===== src/rtl/wb_traffic_gen_pkg.sv =====
// Shared types and constants for the Wishbone burst traffic generator:
// FSM state encoding, cycle-type identifiers and per-width LFSR tap masks.
package wb_traffic_gen_pkg;

  typedef enum logic [2:0] {
    IDLE     = 3'd0,
    WR_BURST = 3'd1,
    WR_GAP   = 3'd2,
    RD_BURST = 3'd3,
    RD_GAP   = 3'd4,
    FIN      = 3'd5
  } state_t;

  localparam logic [2:0] CTI_INCR = 3'b010;
  localparam logic [2:0] CTI_EOB  = 3'b111;

  // Right-shift Galois feedback masks; unsupported widths get no feedback.
  function automatic logic [63:0] lfsr_taps(input int dw);
    case (dw)
      8:       lfsr_taps = 64'h0000_0000_0000_00B8;
      16:      lfsr_taps = 64'h0000_0000_0000_B400;
      32:      lfsr_taps = 64'h0000_0000_8020_0003;
      64:      lfsr_taps = 64'hD800_0000_0000_0000;
      default: lfsr_taps = 64'h0;
    endcase
  endfunction

endpackage


===== src/rtl/wb_tg_lfsr.sv =====
// Galois LFSR used both to generate write data and to regenerate the
// expected read data; load has priority over step.
module wb_tg_lfsr
  import wb_traffic_gen_pkg::*;
#(
  parameter int DW = 32
) (
  input  logic          wb_clk_i,
  input  logic          wb_rst_i,
  input  logic          load,
  input  logic [DW-1:0] seed,
  input  logic          step,
  output logic [DW-1:0] value
);

  localparam logic [DW-1:0] TAPS = DW'(lfsr_taps(DW));

  logic [DW-1:0] value_q, value_d;

  // Next LFSR value: reload, single Galois step, or hold.
  always_comb begin
    // NOTE: assign a default before any branch so no path leaves value_d unassigned (that would infer a latch).
    value_d = value_q;
    if (load) begin
      value_d = seed;
    end else if (step) begin
      value_d = (value_q >> 1) ^ (value_q[0] ? TAPS : '0);
    end
  end

  // LFSR state register.
  always_ff @(posedge wb_clk_i or posedge wb_rst_i) begin
    // NOTE: non-blocking assignments so every flop samples pre-edge values regardless of statement order.
    if (wb_rst_i) value_q <= '0;
    else          value_q <= value_d;
  end

  assign value = value_q;

endmodule


===== src/rtl/wb_traffic_gen.sv =====
// Wishbone B3 burst master with built-in read-back checker: writes
// cfg_num_bursts incrementing bursts of LFSR data, then reads the same range
// and counts mismatches. All Wishbone outputs come straight from flops.
// Optional feature macro: WBTG_TIMEOUT_EN (ack timeout, aborts to FIN).
module wb_traffic_gen
  import wb_traffic_gen_pkg::*;
#(
  parameter int DW     = 32,
  parameter int AW     = 26,
  parameter int BLW    = 5,
  parameter int TO_CYC = 255
) (
  input  logic            wb_clk_i,
  input  logic            wb_rst_i,
  input  logic            start,
  input  logic [AW-1:0]   cfg_base_addr,
  input  logic [15:0]     cfg_num_bursts,
  input  logic [BLW-1:0]  cfg_bl,
  input  logic [DW-1:0]   cfg_seed,
  output logic            wb_cyc_o,
  output logic            wb_stb_o,
  output logic            wb_we_o,
  output logic [AW-1:0]   wb_addr_o,
  output logic [DW-1:0]   wb_dat_o,
  output logic [DW/8-1:0] wb_sel_o,
  output logic [2:0]      wb_cti_o,
  input  logic            wb_ack_i,
  input  logic [DW-1:0]   wb_dat_i,
  output logic            busy,
  output logic            done,
  output logic [15:0]     err_cnt,
  output logic [AW-1:0]   first_err_addr,
  output logic            timeout_o
);

  localparam int             SW        = DW / 8;
  localparam logic [AW-1:0]  ADDR_STEP = AW'(SW);
  localparam logic [BLW-1:0] BL_ONE    = BLW'(1);

  state_t         state_q, state_d;
  logic [AW-1:0]  base_q, base_d, addr_q, addr_d, ferr_q, ferr_d;
  logic [15:0]    nb_q, nb_d, burst_q, burst_d, err_q, err_d;
  logic [BLW-1:0] bl_q, bl_d, beat_q, beat_d;
  logic [DW-1:0]  seed_q, seed_d;
  logic           cyc_q, cyc_d, we_q, we_d, busy_q, busy_d, done_q, done_d;
  logic [2:0]     cti_q, cti_d;

  logic           lfsr_load, lfsr_step;
  logic [DW-1:0]  lfsr_seed, lfsr_val;
  logic           accept, last_beat, timeout_hit;

  // A beat is taken only while the strobe is up; stray acks are ignored.
  assign accept    = cyc_q & wb_ack_i;
  assign last_beat = (beat_q == (bl_q - BL_ONE));

  wb_tg_lfsr #(.DW(DW)) u_lfsr (
    .wb_clk_i (wb_clk_i),
    .wb_rst_i (wb_rst_i),
    .load     (lfsr_load),
    .seed     (lfsr_seed),
    .step     (lfsr_step),
    .value    (lfsr_val)
  );

`ifdef WBTG_TIMEOUT_EN
  localparam int TOW = $clog2(TO_CYC + 1);

  logic [TOW-1:0] to_cnt_q, to_cnt_d;
  logic           timeout_q, timeout_d;

  assign timeout_hit = cyc_q && !wb_ack_i && (to_cnt_q == TOW'(TO_CYC - 1));

  // Wait counter runs only while a strobe is unanswered; sticky flag clears on start.
  always_comb begin
    to_cnt_d  = (cyc_q && !wb_ack_i && !timeout_hit) ? to_cnt_q + TOW'(1) : '0;
    timeout_d = timeout_q;
    if (state_q == IDLE && start) timeout_d = 1'b0;
    if (timeout_hit)              timeout_d = 1'b1;
  end

  // Timeout counter and sticky flag registers.
  always_ff @(posedge wb_clk_i or posedge wb_rst_i) begin
    if (wb_rst_i) begin
      to_cnt_q  <= '0;
      timeout_q <= 1'b0;
    end else begin
      to_cnt_q  <= to_cnt_d;
      timeout_q <= timeout_d;
    end
  end

  assign timeout_o = timeout_q;
`else
  assign timeout_hit = 1'b0;
  assign timeout_o   = 1'b0;
`endif

  // Control FSM, address/beat/burst counters, checker and registered-output decode.
  always_comb begin
    state_d   = state_q;
    base_d    = base_q;
    addr_d    = addr_q;
    nb_d      = nb_q;
    bl_d      = bl_q;
    seed_d    = seed_q;
    beat_d    = beat_q;
    burst_d   = burst_q;
    err_d     = err_q;
    ferr_d    = ferr_q;
    lfsr_load = 1'b0;
    lfsr_step = 1'b0;
    lfsr_seed = seed_q;

    case (state_q)
      IDLE: begin
        if (start) begin
          base_d    = cfg_base_addr;
          addr_d    = cfg_base_addr;
          nb_d      = cfg_num_bursts;
          bl_d      = (cfg_bl == '0) ? BL_ONE : cfg_bl;
          seed_d    = (cfg_seed == '0) ? '1 : cfg_seed;
          beat_d    = '0;
          burst_d   = '0;
          err_d     = '0;
          ferr_d    = '0;
          lfsr_load = 1'b1;
          lfsr_seed = (cfg_seed == '0) ? '1 : cfg_seed;
          state_d   = (cfg_num_bursts == 16'd0) ? FIN : WR_BURST;
        end
      end
      WR_BURST, RD_BURST: begin
        if (timeout_hit) begin
          state_d = FIN;
        end else if (accept) begin
          addr_d    = addr_q + ADDR_STEP;
          lfsr_step = 1'b1;
          if (state_q == RD_BURST && wb_dat_i != lfsr_val) begin
            if (err_q == 16'd0)     ferr_d = addr_q;
            if (err_q != 16'hFFFF)  err_d  = err_q + 16'd1;
          end
          if (last_beat) begin
            beat_d  = '0;
            burst_d = burst_q + 16'd1;
            state_d = (state_q == WR_BURST) ? WR_GAP : RD_GAP;
          end else begin
            beat_d  = beat_q + BL_ONE;
          end
        end
      end
      WR_GAP: begin
        if (burst_q == nb_q) begin
          // Read phase replays the write pattern from the top of the range.
          burst_d   = '0;
          addr_d    = base_q;
          lfsr_load = 1'b1;
          state_d   = RD_BURST;
        end else begin
          state_d   = WR_BURST;
        end
      end
      RD_GAP:  state_d = (burst_q == nb_q) ? FIN : RD_BURST;
      FIN:     state_d = IDLE;
      default: state_d = IDLE;
    endcase

    cyc_d  = (state_d == WR_BURST) || (state_d == RD_BURST);
    we_d   = (state_d == WR_BURST);
    cti_d  = 3'b000;
    if (cyc_d) cti_d = (beat_d == (bl_d - BL_ONE)) ? CTI_EOB : CTI_INCR;
    busy_d = (state_d != IDLE);
    done_d = (state_q == FIN);
  end

  // State and output registers.
  always_ff @(posedge wb_clk_i or posedge wb_rst_i) begin
    if (wb_rst_i) begin
      state_q <= IDLE;
      base_q  <= '0;
      addr_q  <= '0;
      nb_q    <= '0;
      bl_q    <= '0;
      seed_q  <= '0;
      beat_q  <= '0;
      burst_q <= '0;
      err_q   <= '0;
      ferr_q  <= '0;
      cyc_q   <= 1'b0;
      we_q    <= 1'b0;
      cti_q   <= 3'b000;
      busy_q  <= 1'b0;
      done_q  <= 1'b0;
    end else begin
      state_q <= state_d;
      base_q  <= base_d;
      addr_q  <= addr_d;
      nb_q    <= nb_d;
      bl_q    <= bl_d;
      seed_q  <= seed_d;
      beat_q  <= beat_d;
      burst_q <= burst_d;
      err_q   <= err_d;
      ferr_q  <= ferr_d;
      cyc_q   <= cyc_d;
      we_q    <= we_d;
      cti_q   <= cti_d;
      busy_q  <= busy_d;
      done_q  <= done_d;
    end
  end

  assign wb_cyc_o       = cyc_q;
  assign wb_stb_o       = cyc_q;
  assign wb_we_o        = we_q;
  assign wb_addr_o      = addr_q;
  assign wb_dat_o       = lfsr_val;
  assign wb_sel_o       = {SW{cyc_q}};
  assign wb_cti_o       = cti_q;
  assign busy           = busy_q;
  assign done           = done_q;
  assign err_cnt        = err_q;
  assign first_err_addr = ferr_q;

endmodule


===== config.mk =====
export PLATFORM = sky130hd
export DESIGN_NAME = wb_traffic_gen
export DESIGN_NICKNAME = d
export VERILOG_FILES = /design/src/rtl/wb_traffic_gen_pkg.sv /design/src/rtl/wb_tg_lfsr.sv /design/src/rtl/wb_traffic_gen.sv
export SDC_FILE = /design/constraint.sdc
export NUM_CORES = 1
export LEC_CHECK = 0
export CORE_ASPECT_RATIO = 2
export CORE_MARGIN = 2
export CORE_UTILIZATION = 30
export DETAILED_ROUTE_END_ITERATION = 16
export PLACE_DENSITY_LB_ADDON = 0.2
export RECOVER_POWER = 100
export SLEW_MARGIN = 5
export SYNTH_ARGS = -nofsm -noshare
export SYNTH_HDL_FRONTEND = slang
export SYNTH_SLANG_ARGS = --single-unit

===== constraint.sdc =====
create_clock -name wb_clk_i -period 8.6 [get_ports wb_clk_i]
set_clock_uncertainty 0.05 [all_clocks]
set_input_delay 0.86 -clock wb_clk_i [delete_from_list [all_inputs] [get_ports wb_clk_i]]
set_output_delay 0.86 -clock wb_clk_i [all_outputs]
set_load 0.05 [all_outputs]

==> results.md <==
- Clock Tree Buf Depth: 3
- Routed Antenna Nets: 0
- CP max FO: 62
- Min Clock Period, post-route: roughly 5.4 ns
- CTS root buffer: clkbuf_16
- Residual DRC: 0
- Pint: roughly 2.9 mW
- Worst hold stages: 2
- Area grow syn2layout: 33.2%
- Seq. cell area: between 0.005 and 0.006 mm^2
- CTS tree: done
- Worst-Margin Slew: about 3.4 ns
- Initial DRC count: roughly 430
- Row count: 96
- Multi-input logic area: about 0.0046 mm^2
- Slew margin rel.: -130%
- Top-count cell post-synth: nand2_1
- EDFF count, synth: 0
- Placer congestion estimate: 0.873
- Clk_lat worst skew: 0.53 ns
- N_diodes: 0
- Dpl cell area: approximately 0.013 mm^2
- Ratio of final minimum period to clock period: between 60% and 70%
- Die Height: about 270 um
- Hold Path Class: register to register
- Design area: 0.0137 mm^2
- Clock transition at the registers of the reported paths: about 0.060 ns
- Fraction of registers with async set/reset: 100%
- Routed wire per std cell: 18.8 um
- Core Area: about 0.034 mm^2
- Io pins: between 200 and 250
- Post-synthesis net count: between 1000 and 1500
- Clock power frac: between 20% and 30%
- Top_reg_cell synth: dfrtp_1
- Mapped Cells: between 1000 and 1500
- Ratio of cells with drive above 1 in the final layout: ~4.2%
- Max Cap Viol: 6
- Reg power frac: 34.2%
- Sink Count: roughly 210
- Yosys warning total: 0
- RSZ-0062 raised after global routing: false
- Final #Nets: approximately 1400
- Register area share after synthesis: around 51%
- Worst setup SP type: input port
- Depth of the worst register-to-register path: 8
- Post-CTS setup buffer count: 0
- PD cells: approximately 380 mW/mm^2
- Detailed Place HPWL: around 24000 um
- Pre-antenna DRT Iters: 5
- Global-route usage over all layers: around 19%
- Final slew viol count: approximately 320
- Failing checks: capacitance limit, slew limit
- Input/output buffers: roughly 230
- Crit path DAT: 5.71 ns
- WS Path Type: input port to register
- WP data required: between 8 and 9 ns
- Filler cells: 3484
- Unique masters post-synth: around 60
- Post-CTS Resized: 0
- First-pass GRT wire length: a little over 50000 um
- Remaining Overflow, GRT: 0
- #FFs+latches synth: ~210
- Avg Vias per Cell: 5.10
- Status: finished, violations left
- CP endpoint kind: register
- Yosys top cell area share: roughly half
- Finish-stage setup viols: 0
- Post-Syn Area per Cell: between 9 and 10 um^2
- Setup TNS: 0 ns
- Htree depth: 1
- Max Clock Freq: 0.187 GHz
- Initial Util: between 30 and 40%
- Endpoints failing hold: 0
- Largest net degree at the start of global routing: 75
- Inserted Clock Buffers: 23
- Comb power frac: between 40% and 50%
- P_sw: about 2.3 mW
- Vias in the first global route: between 9000 and 10000
- Switching share of power: roughly 45%
- Cell taking the most area after synthesis: dfrtp_1
- Worst vdd ir: around 260 uV
- Pleak: approximately 5.9 nW
- Syn Std Cell Area: 0.0103 mm^2
- Die span in x: between 100 and 150 um
- Initial antenna violation count: 1
- Largest cells by area after synthesis: dfrtp_1 (51%), nand2_1 (8.4%), o21ai_0 (3.9%)
- Die area: roughly 0.036 mm^2
- Most frequent cells after synthesis: nand2_1 (230), dfrtp_1 (208), o21ai_0 (81)
- Total number of vias: between 9000 and 10000
- Hold buffers post-CTS: 0
- Reg2reg setup slack: about 3.3 ns
- Routed Wire Length: roughly 33000 um
## kinds of logic (layout without fill, tap and decap cells)
logic type               Yosys count  after routing  synth area share, %
AO/OA/AOI/OAI                    234            234                 14.8
multiplexers                       5              5                0.486
buffers and inverters            119            326                 4.79
other                              1              1               0.0364
flip-flops                       208            208                 50.6
XOR/XNOR                          78             78                 6.64
AND/OR/NAND/NOR                  476            476                 21.9
adder cells (fa/ha/maj)            7              7                0.851
## path summary, 6_finish.rpt
path,startpoint,to
min in group asynchronous,wb_rst_i,err_cnt[9]
min,base_q[22],base_q[22]
max in group asynchronous,wb_rst_i,base_q[23]
max reg2reg,state_q[0],wb_addr_o[12]
max,start,wb_cti_o[0]
min reg2reg,base_q[22],base_q[22]
## stage by stage
step	instances	setup slack (ns)	power, mW	hold slack [ns]	util [%]
after global routing	1776	2.79	5.52	0.447	40.2
final	1776	3.24	5.21	0.428	40.2
after CTS	1776	5.19	5.37	0.430	40.4
after detailed placement	1734	4.71	4.23	0.413	38.0
after floorplan	1128	2.01	3.38	0.395	-
after global placement	1734	4.75	4.20	0.406	38.0
## critical path, stage by stage
cell	delay, ns
dlygate4sd3_1	0.60
nor4b_1	0.31
clkbuf_1	2.33
mux2i_1	0.55
ha_1	0.48
xor2_1	0.15
o211ai_1	0.10
a211oi_1	0.31
## power groups by stage
stage / logic [mW] / clock network [mW] / registers [mW]
global placement: 2.39 / 0 / 1.80
CTS: 2.43 / 1.14 / 1.80
global route: 2.51 / 1.18 / 1.84
detailed placement: 2.42 / 0 / 1.81
floorplan: 1.06 / 0 / 2.32
finish: 2.32 / 1.10 / 1.78
## flip-flops by register name (all words and copies together), names as in the netlist
signal and flops:
beat_q 5, base_q 26, first_err_addr 26, seed_q 32, nb_q 16, done 1
wb_addr_o 26, wb_we_o 1, state_q 3, err_cnt 16, busy 1, burst_q 16
wb_cti_o 2, u_lfsr.value 32, bl_q 5
## layout by cell type, fill, tap and decap left out, drive strengths merged, types with 37 or more instances in the layout
cell type	netlist	routed
o21ai	82	82
dfrtp	208	208
xnor2	41	41
nor2	74	74
clkdlybuf4s50	0	112
dlygate4sd3	0	114
inv	45	46
nand3	51	51
nand2	230	230
xor2	37	37
## layout make-up
cell class | instances | share of cell area [%]
Inverter | 45 | 1.24
Tap cell | 441 | 4.02
Multi-Input combinational cell | 801 | 33.6
Timing Repair Buffer | 239 | 17.0
Clock inverter | 13 | 1.51
Clock buffer | 29 | 4.65
Sequential cell | 208 | 38.0
## layer usage
layer / global-route usage (%) / up-vias / routed length [um]
met5: 0 / - / 10
met4: 6.39 / 2 / 1060
met3: 2.51 / 52 / 1520
met2: 36.2 / 263 / 18900
met1: 19.9 / 4437 / 11800
li1: - / 4307 / -
Note: power is estimated with default switching activity, not from simulation.
